==> config.mk <==
export PLATFORM = sky130hd
export DESIGN_NAME = output_fm_buffer
export DESIGN_NICKNAME = d
export VERILOG_FILES = /design/src/rtl/output_fm_buffer.sv
export SDC_FILE = /design/constraint.sdc
export NUM_CORES = 1
export LEC_CHECK = 0
export BUFFER_PORTS_ARGS = -buffer_cell sky130_fd_sc_hd__buf_2
export CORE_UTILIZATION = 60
export CTS_BUF_LIST = sky130_fd_sc_hd__clkbuf_4
export DETAILED_ROUTE_END_ITERATION = 8
export HOLD_SLACK_MARGIN = 0.03
export PLACE_DENSITY_LB_ADDON = 0.3
export SLEW_MARGIN = 20
export SYNTH_ARGS = -nofsm -noshare
export SYNTH_HDL_FRONTEND = slang
export SYNTH_SLANG_ARGS = --single-unit
==> constraint.sdc <==
create_clock -name clk_i -period 5.2 [get_ports clk_i]
set_input_delay 0.52 -clock clk_i [delete_from_list [all_inputs] [get_ports clk_i]]
set_output_delay 0.52 -clock clk_i [all_outputs]
set_load 0.1 [all_outputs]
==> src/rtl/output_fm_buffer.sv <==
// Output feature-map tile buffer for the innermost MAC loop.
// Each entry is handed to the MAC as its initial value. The MAC result is
// written back into the same entry, and this repeats for every input-channel
// tile. The finished tile is then streamed out over a valid/ready port.
// Data is treated as opaque bit patterns; no arithmetic is done on it.
//
// state | meaning
// IDLE  | waiting for start_i; bias_i is captured when start_i is seen
// ACCUM | one entry per accepted MAC result, looping over entries and passes
// DRAIN | stream entries 0..DEPTH-1 downstream, last beat flagged
`timescale 1ns/1ps

module output_fm_buffer #(
    parameter int DATA_W  = 32,
    parameter int DEPTH   = 16,
    parameter int N_TILES = 4
) (
    input  logic                       clk_i,
    input  logic                       rst_n_i,
    input  logic                       start_i,
    input  logic [DATA_W-1:0]          bias_i,
    output logic                       busy_o,
    output logic                       done_o,
    output logic [$clog2(DEPTH)-1:0]   addr_o,
    output logic [$clog2(N_TILES):0]   pass_o,
    output logic [DATA_W-1:0]          fm_init_o,
    input  logic                       acc_v_i,
    input  logic [DATA_W-1:0]          fm_i,
    output logic                       out_v_o,
    output logic [DATA_W-1:0]          out_data_o,
    output logic                       out_last_o,
    input  logic                       out_ready_i
);

    localparam int AW = $clog2(DEPTH);
    localparam int PW = $clog2(N_TILES) + 1;
    localparam logic [AW-1:0] LAST_ADDR = AW'(DEPTH - 1);
    localparam logic [PW-1:0] LAST_PASS = PW'(N_TILES - 1);

    typedef enum logic [1:0] {
        S_IDLE  = 2'd0,
        S_ACCUM = 2'd1,
        S_DRAIN = 2'd2
    } state_t;

    state_t              state_q, state_d;
    logic [AW-1:0]       addr_q, addr_d;
    logic [PW-1:0]       pass_q, pass_d;
    logic [DATA_W-1:0]   bias_q, bias_d;
    logic                done_q, done_d;

    // Tile storage; never read before it has been written in pass 0.
    logic [DATA_W-1:0]   mem_q [DEPTH];

    // State register: all control state, asynchronously cleared.
    always_ff @(posedge clk_i or negedge rst_n_i) begin
        if (!rst_n_i) begin
            state_q <= S_IDLE;
            addr_q  <= '0;
            pass_q  <= '0;
            bias_q  <= '0;
            done_q  <= 1'b0;
        end else begin
            state_q <= state_d;
            addr_q  <= addr_d;
            pass_q  <= pass_d;
            bias_q  <= bias_d;
            done_q  <= done_d;
        end
    end

    // Write MAC results back into the entry currently being accumulated.
    always_ff @(posedge clk_i) begin
        if (state_q == S_ACCUM && acc_v_i) begin
            mem_q[addr_q] <= fm_i;
        end
    end

    // Next-state logic: entry/pass sequencing and drain handshake.
    always_comb begin
        state_d = state_q;
        addr_d  = addr_q;
        pass_d  = pass_q;
        bias_d  = bias_q;
        done_d  = 1'b0;
        unique case (state_q)
            S_IDLE: begin
                if (start_i) begin
                    bias_d  = bias_i;
                    addr_d  = '0;
                    pass_d  = '0;
                    state_d = S_ACCUM;
                end
            end
            S_ACCUM: begin
                if (acc_v_i) begin
                    if (addr_q == LAST_ADDR) begin
                        addr_d = '0;
                        // pass_o reads N_TILES while draining: all tiles folded in.
                        pass_d = pass_q + 1'b1;
                        if (pass_q == LAST_PASS) begin
                            state_d = S_DRAIN;
                        end
                    end else begin
                        addr_d = addr_q + 1'b1;
                    end
                end
            end
            S_DRAIN: begin
                if (out_ready_i) begin
                    if (addr_q == LAST_ADDR) begin
                        addr_d  = '0;
                        done_d  = 1'b1;
                        state_d = S_IDLE;
                    end else begin
                        addr_d = addr_q + 1'b1;
                    end
                end
            end
            default: begin
                state_d = S_IDLE;
            end
        endcase
    end

    // Outputs: decoded from registered state only, so fm_init_o has no path
    // from acc_v_i or fm_i (fm_i is combinationally derived from fm_init_o).
    always_comb begin
        busy_o     = 1'b0;
        fm_init_o  = '0;
        out_v_o    = 1'b0;
        out_data_o = '0;
        out_last_o = 1'b0;
        unique case (state_q)
            S_ACCUM: begin
                busy_o    = 1'b1;
                fm_init_o = (pass_q == '0) ? bias_q : mem_q[addr_q];
            end
            S_DRAIN: begin
                busy_o     = 1'b1;
                out_v_o    = 1'b1;
                out_data_o = mem_q[addr_q];
                out_last_o = (addr_q == LAST_ADDR);
            end
            default: begin
                busy_o = 1'b0;
            end
        endcase
    end

    assign done_o = done_q;
    assign addr_o = addr_q;
    assign pass_o = pass_q;

endmodule

==> results.md, run 1 <==
* Outcome: finished clean
* Final core utilization at 70.6%
* Avg Inst Size Synth at 20.9 sq um
* MaxCap Viol Count at 0
* Final Worst Setup Slack at about 840 ps
* Synth Flop Type: edfxtp_1
* # fillers at roughly 2.2k
* Total power at 12.9 mW
* Starting Density at between 60% and 70%
* Final setup fails at 0
* Final WL at between 40000 and 50000 um
* Worst relative slew slack at between 20% and 30%
* PortBufs at 143
* Die Height at around 190 um
* Pleak at just over 9 nW
* Vias per inst at 6.10
* Worst-Margin Slew at approximately 1200 ps
* Post-CTS sizing at 0
* Setup CP Type: reg -> out
* HPWL after DPL at around 27000 um
* Register area share after synthesis at between 70% and 80%
* WP data required at approximately 4700 ps
* Power density over cell area at between 500 and 600 mW/mm^2
* Post-CTS setup buffers at 0
* FMAX at roughly 0.23 GHz
* Clock Pin Slew Worst Setup and Hold Paths at 70 ps
* YS warnings at 0
* FF+latch count, synth at between 500 and 600
* Antenna-violating nets left at 0
* WL/cell at ~26 um
* Max-slew violations at 0
* Post-synthesis instance total at between 1k and 1.5k
* Setup tns final at 0 ps
* CP Launch Type: flip-flop
* Share of the synthesized area in the top cell type at between 60% and 70%
* DRT iter0 DRCs at around 1.1k
* Largest net degree at the start of global routing at 76
* Share of cells above drive strength 1 at a little under two fifths
* Ys async rst share at 7.58%
* Root Buffer: clkbuf_4
* Vias in the first global route at ~12k
* Die width at between 150 and 200 um
* Num rows at 70
* RSZ-0062 raised after global routing: false
* CTS Sinks at around 550
* Commonest non-fill, non-tap cell in the layout: edfxtp_1
* Antenna violations before repair at 2
* Nets at around 1.4k
* Post-layout min period at approximately 4400 ps
* DR pass1 iterations at 5
* Num CTS Buffers at around 140
* CORE AREA at approximately 0.037 sq mm
* Leading area contributor after synthesis: edfxtp_1
* TritonCTS clock tree: yes
* Pre-CTS WS at around 1600 ps
* Ratio of final minimum period to clock period at 83.8%
* Gr ovfl total at 0
* Clk Latency, worst-skew pair at approximately 800 ps
* HP Class: in -> reg
* Synth cell types at 35
* Die ar. at roughly 0.038 sq mm
* Syn_nets at between 1k and 1.5k
* Area Overhead vs Synth at 16.3%
* Final hold viol count at 0
* Post-CTS Hold Fix Bufs at 37
* Post-synth EDFFs at 512
* CTS max path bufs at 3
* Detailed-route via count at 11.8k
* Worst Skew at about 34 ps
* Drc violations at 0
* Peak supply drop at 0.421 mV
* Routability cong. at 0.783
* Tot GR Track Use at 27.1%
* Crit path capture type: output port
* Cell area after synthesis at around 0.022 sq mm
* I/O Pins at approximately 140
* First-pass GRT wire length at between 70000 and 80000 um
* H-tree levels at 4
* Critical Path AT at 3840 ps
* Synth top area cells: edfxtp_1 (69%), mux4_2 (13%), dfrtp_1 (4.7%)
* Commonest cells after routing, fill and taps aside: edfxtp_1 (512), clkbuf_4 (206), buf_2 (143)
* Worst-path fanout max at 42
stage by stage:
step | area (sq um) | instances | hold slack, ps
finish | 25800 | 1931 | 94.9
global route | 25800 | 1930 | 30.0
CTS | 25700 | 1924 | 30.6
detailed placement | 23500 | 1644 | 481
global placement | 23500 | 1644 | 474
floorplan | 22200 | 1061 | 224
logic make-up after synthesis:
family,synth area share (%)
buf+inv,1.83
compound gates,1.70
mux,19.1
flops,74.1
simple gates,2.60
fa+ha+maj,0.677
critical path, stage by stage, from the launching register on:
cell	delay, ps
dfrtp_1	470
clkinv_2	540
buf_4	840
mux2i_1	360
mux2i_1	230
and2_1	150
buf_2	420
Yosys cell counts, types with 4 or more instances:
cell type / count
buf_1: 4
and3_1: 4
clkbuf_1: 19
nand2b_1: 4
and2_1: 33
inv_1: 9
mux2_1: 33
buf_6: 14
o221ai_1: 31
o21ai_1: 7
mux4_2: 128
mux2i_1: 97
nor3_1: 5
nand3_1: 8
ha_1: 12
dfrtp_1: 42
buf_2: 24
edfxtp_1: 512
nor2_1: 13
nand2_1: 42
area by class of cell:
type                            instances  area [sq um]  area share (%)
Sequential cell                       554         16400            63.7
Multi-Input combinational cell        435          5470            21.2
Clock buffer                          206          1550            6.00
Tap cell                              468           586            2.27
Inverter                               11          42.5           0.165
Timing Repair Buffer                  218          1410            5.45
Antenna cell                            2          5.00          0.0194
Clock inverter                         37           303            1.17
registers in the layout (all words and copies together) (netlist names):
signal   count
mem_q      512
bias_q      32
addr_o       4
pass_o       3
state_q      2
done_o       1
routing by layer:
metal	part of all wire, %	up-vias	GRT usage (%)
li1	-	5061	-
met1	41	6045	38.2
met2	49	604	42.3
met3	8.5	74	6.40
met4	1.6	2	9.23
met5	0.026	-	0
final timing paths:
path,from,endpoint,slack [ps],cells after the start
max,addr_o[0],out_data_o[3],840,6
min,fm_i[29],mem_q[13][29],90,1
max reg2reg,addr_o[1],mem_q[15][2],1650,5
min reg2reg,bias_q[18],bias_q[18],490,1
max in group asynchronous,rst_n_i,addr_o[1],4250,3
min in group asynchronous,rst_n_i,bias_q[8],410,3
power breakdown:
group / leakage [nW] / internal (mW) / switching (mW)
Sequential: 5.11 / 5.13 / 0.206
Combinational: 2.87 / 1.09 / 2.75
Clock: 1.10 / 2.11 / 1.66
Power figures use the tool's default switching activity.
==> inputs of run 2 (changes only) <==
--- a/config.mk
+++ b/config.mk
@@ -5,6 +5,7 @@
 export SDC_FILE = /design/constraint.sdc
 export NUM_CORES = 1
 export LEC_CHECK = 0
+export ABC_AREA = 1
 export BUFFER_PORTS_ARGS = -buffer_cell sky130_fd_sc_hd__buf_2
 export CORE_UTILIZATION = 60
 export CTS_BUF_LIST = sky130_fd_sc_hd__clkbuf_4
==> constraint.sdc (replaced) <==
create_clock -name clk_i -period 4.5 [get_ports clk_i]
set_input_delay 0.45 -clock clk_i [delete_from_list [all_inputs] [get_ports clk_i]]
set_output_delay 0.45 -clock clk_i [all_outputs]
set_load 0.1 [all_outputs]
==> run 2 against run 1 <==
  * Flip-flop and latch count unchanged
  * Synthesized cell count increased by 140%
  * Clock skew increased by 10 ps
  * Global-route usage increased by 2.7 points
  * Combinational power increased by 65%
  * First-iteration DRC count increased by 58%
  * Critical path depth increased by 3
  * Largest cell class unchanged
  * Critical path type unchanged
  * Sequential power increased by 14%
  * Area after synthesis increased by 12%
  * Worst setup slack got worse by 530 ps
  * Worst hold slack improved by 78 ps
==> results.md, run 2 <==
* Outcome: finished clean
* TritonCTS clock tree: yes
* MaxCap Viol Count at 0 (unchanged)
* Avg Inst Size Synth at 9.83 sq um (-53%)
* Clk Latency, worst-skew pair at 860 ps (+60 ps)
* H-tree levels at 4 (unchanged)
* WP data required at 4050 ps (-630 ps)
* Post-CTS sizing at 0 (unchanged)
* Syn_nets at 2604 (+130%)
* Final std cells w/o fill at 3436 (+78%)
* Pre-CTS WS at 1190 ps (-426 ps)
* Gr ovfl total at 0 (unchanged)
* Drc violations at 0 (unchanged)
* Die Height at 205 um (+5.7%)
* Biggest register: mem_q
* Worst Hold End: pass_o[1]
* Detailed-route via count at 18.0k (+53%)
* Placed instance area at 0.0261 sq mm (+11%)
* Pleak at 13.4 nW (+47%)
* Commonest non-fill, non-tap cell in the layout: nand2_1
* Leading area contributor after synthesis: edfxtp_1
* Cell with the most instances after synthesis: nand2_1
* Final WL at 61300 um (+24%)
* Final Worst Setup Slack at 317 ps (-526 ps)
* Largest net degree at the start of global routing at 181 (+140%)
* Num CTS Buffers at 141 (-0.70%)
* Routability cong. at 0.835 (+6.7%)
* Antenna violations before repair at 2 (unchanged)
* PortBufs at 143 (unchanged)
* Critical-path cell list: inv_4 -> buf_4 -> nand3_1 -> nand2_1 -> nand2_1 -> nand2_1 -> nor2_1 -> a21oi_1 -> buf_2
* YS warnings at 0 (unchanged)
* CP Launch Type: flip-flop
* HP Class: in -> reg
* CP dominant cell by count: nand2_1
* Final setup fails at 0 (unchanged)
* Cell area after synthesis at 0.0248 sq mm (+12%)
* Crit path capture type: output port
* Share of the synthesized area in the top cell type at 62.0% (-7.4 points)
* Vias in the first global route at 17.7k (+44%)
* Post-synth EDFFs at 512 (unchanged)
* First-pass GRT wire length at 94400 um (+28%)
* Synth Area in Adders at 0.605% (-0.072 points)
* Power density over cell area at 587 mW/mm^2 (+17%)
* HPWL after DPL at 34500 um (+28%)
* Crit path largest cell delay at 770 ps (-70 ps)
* Synth cell types at 27 (-23%)
* Worst-path fanout max at 54 (+29%)
* Post-synthesis compound-gate area fraction at 1.55% (-0.15 points)
* Share of cells above drive strength 1 at 16.2% (-21 points)
* DR pass1 iterations at 6 (+1)
* Ratio of final minimum period to clock period at between 90% and 100%
* FMAX at approximately 0.24 GHz
* Simple-gate portion of the synthesized area at 19.6% (+17 points)
* RR Endpoint: mem_q[9][19]
* Hold path start: start_i
* Tot GR Track Use at 29.8% (+2.7 points)
* CTS max path bufs at 3 (unchanged)
* R2R cell count at 5 (unchanged)
* Die width at 205 um (+5.7%)
* Register area share after synthesis at 66.2% (-7.9 points)
* Synth top area cells: edfxtp_1 (62%), nand2_1 (13%), inv_1 (8.0%)
* Final hold viol count at 0 (unchanged)
* Area Overhead vs Synth at 15.3%
* Clock Pin Slew Worst Setup and Hold Paths at 70 ps (about the same)
* FF+latch count, synth at 554 (unchanged)
* WL/cell at 17.8 um (-30%)
* I/O Pins at 144 (unchanged)
* Synth Flop Type: edfxtp_1
* Largest family of logic cells by synthesized area: simple AND/OR/NAND/NOR gates
* Post-layout min period at roughly 4200 ps
* Antenna-violating nets left at 0 (unchanged)
* Commonest cells after routing, fill and taps aside: nand2_1 (847), inv_1 (525), edfxtp_1 (512)
* Most frequent cells after synthesis: nand2_1 (849), inv_1 (526), edfxtp_1 (512)
* Worst-Margin Slew at 1110 ps (-61.2 ps)
* Critical Path AT at 3730 ps (-110 ps)
* Setup CP Type: reg -> out
* Mux contribution to synthesized area at 1.45% (-18 points)
* Max-slew violations at 0 (unchanged)
* Num rows at 74 (+5.7%)
* Final instance area at 0.0286 sq mm (+11%)
* Nets at 2883 (+100%)
* CORE AREA at 0.0408 sq mm (+12%)
* Hold Worst Slack at 173 ps (+78.4 ps)
* Placed Cells at 3125 (+90%)
* Starting Density at 60.8% (+0.066 points)
* Die ar. at 0.0422 sq mm (+12%)
* Worst Skew at 44.7 ps (+10.4 ps)
* RR Startpoint: addr_o[1]
* Multi-input logic area at 0.00591 sq mm (+8.1%)
* Post-Synth XOR/XNOR Area at 0.0706% (+0.071 points)
* Peak supply drop at 0.519 mV (+23%)
* Root Buffer: clkbuf_4
* Worst relative slew slack at 25.6% (+4.2 points)
* # fillers at 2926 (+32%)
* Sequential standard cell area at 0.0164 sq mm (about the same)
* Setup tns final at 0 ps (unchanged)
* R2R setup slack at 1170 ps (-480 ps)
* RSZ-0062 raised after global routing: false
* CP max stage cell: dfrtp_4
* Number of flip-flops under the largest register name at 512 (unchanged)
* Post-synthesis instance total at 2523 (+140%)
* Hold Crit Depth at 5 (+4)
* DRT iter0 DRCs at 1681 (+58%)
* Vias per inst at 5.24 (-14%)
* Ys async rst share at 7.58% (unchanged)
* CTS Sinks at 554 (unchanged)
[run 2: changes by cell type after synthesis, sizes merged, moves of 54 or more]
cell | before | now
buf | 42 | 96
nor2 | 13 | 88
inv | 11 | 531
nand2 | 42 | 851
mux2i | 97 | 0
nand3 | 8 | 260
mux4 | 128 | 0
[run 2: cells by family after synthesis]
kind of cell | Yosys count
xor gates and xnor gates | 2
DFF | 554
and+or+nand+nor | 1202
buffers and inverters | 645
muxes | 32
AOI/OAI and AO/OA | 76
adders and majority gates | 12
[run 2: repair_timing]
item | 4_1_cts | 5_1_grt
hold buffers | 66 | 0
endpoints found under the hold margin | 587 | 0
buffers inserted | 0 | 0
[run 2: per-layer routing]
metal  share of wire [%]  track usage [%]  wire length [um]
met5                   0                0                 0
met4                 2.9             12.8              1750
met3                 8.3             5.97              5060
met2                  49             49.8             30300
met1                  39             38.0             24100
[run 2: stage by stage]
stage,util [%],power [mW]
final,70.1,16.8
after global placement,64.0,12.3
after global routing,70.1,17.6
after floorplan,-,11.1
after CTS,70.1,16.8
after detailed placement,64.0,12.5
[run 2: worst max-delay path by stage]
stage / from / to / slack [ps] / cells after the start
3_5_place_dp: addr_o[0] / fm_init_o[19] / 1190 / 10
3_3_place_gp: addr_o[1] / mem_q[8][19] / 1260 / 5
5_1_grt: addr_o[1] / fm_init_o[14] / 150 / 9
2_1_floorplan: addr_o[0] / fm_init_o[16] / 720 / 11
4_1_cts: addr_o[0] / fm_init_o[19] / 310 / 10
6_report: addr_o[1] / fm_init_o[19] / 320 / 9
[run 2: critical path, delay by kind of cell (launching register included)]
family | cells | cell delay (ps)
and+or+nand+nor | 5 | 430
DFF | 1 | 770
buffers and inverters | 3 | 1490
AOI/OAI and AO/OA | 1 | 140
[run 2: cell type report]
| class | instances | area share (%) |
|---|---|---|
| Antenna cell | 2 | 0.0175 |
| Clock buffer | 211 | 5.53 |
| Clock inverter | 32 | 0.826 |
| Inverter | 532 | 7.01 |
| Multi-Input combinational cell | 1324 | 20.7 |
| Sequential cell | 554 | 57.4 |
| Tap cell | 532 | 2.33 |
| Timing Repair Buffer | 249 | 6.21 |
[run 2: power breakdown]
part	switching [mW]	internal [mW]	leakage, nW	total, mW
logic	4.96	1.39	7.16	6.35
clock network	1.98	2.36	1.08	4.34
registers	0.178	5.93	5.11	6.11
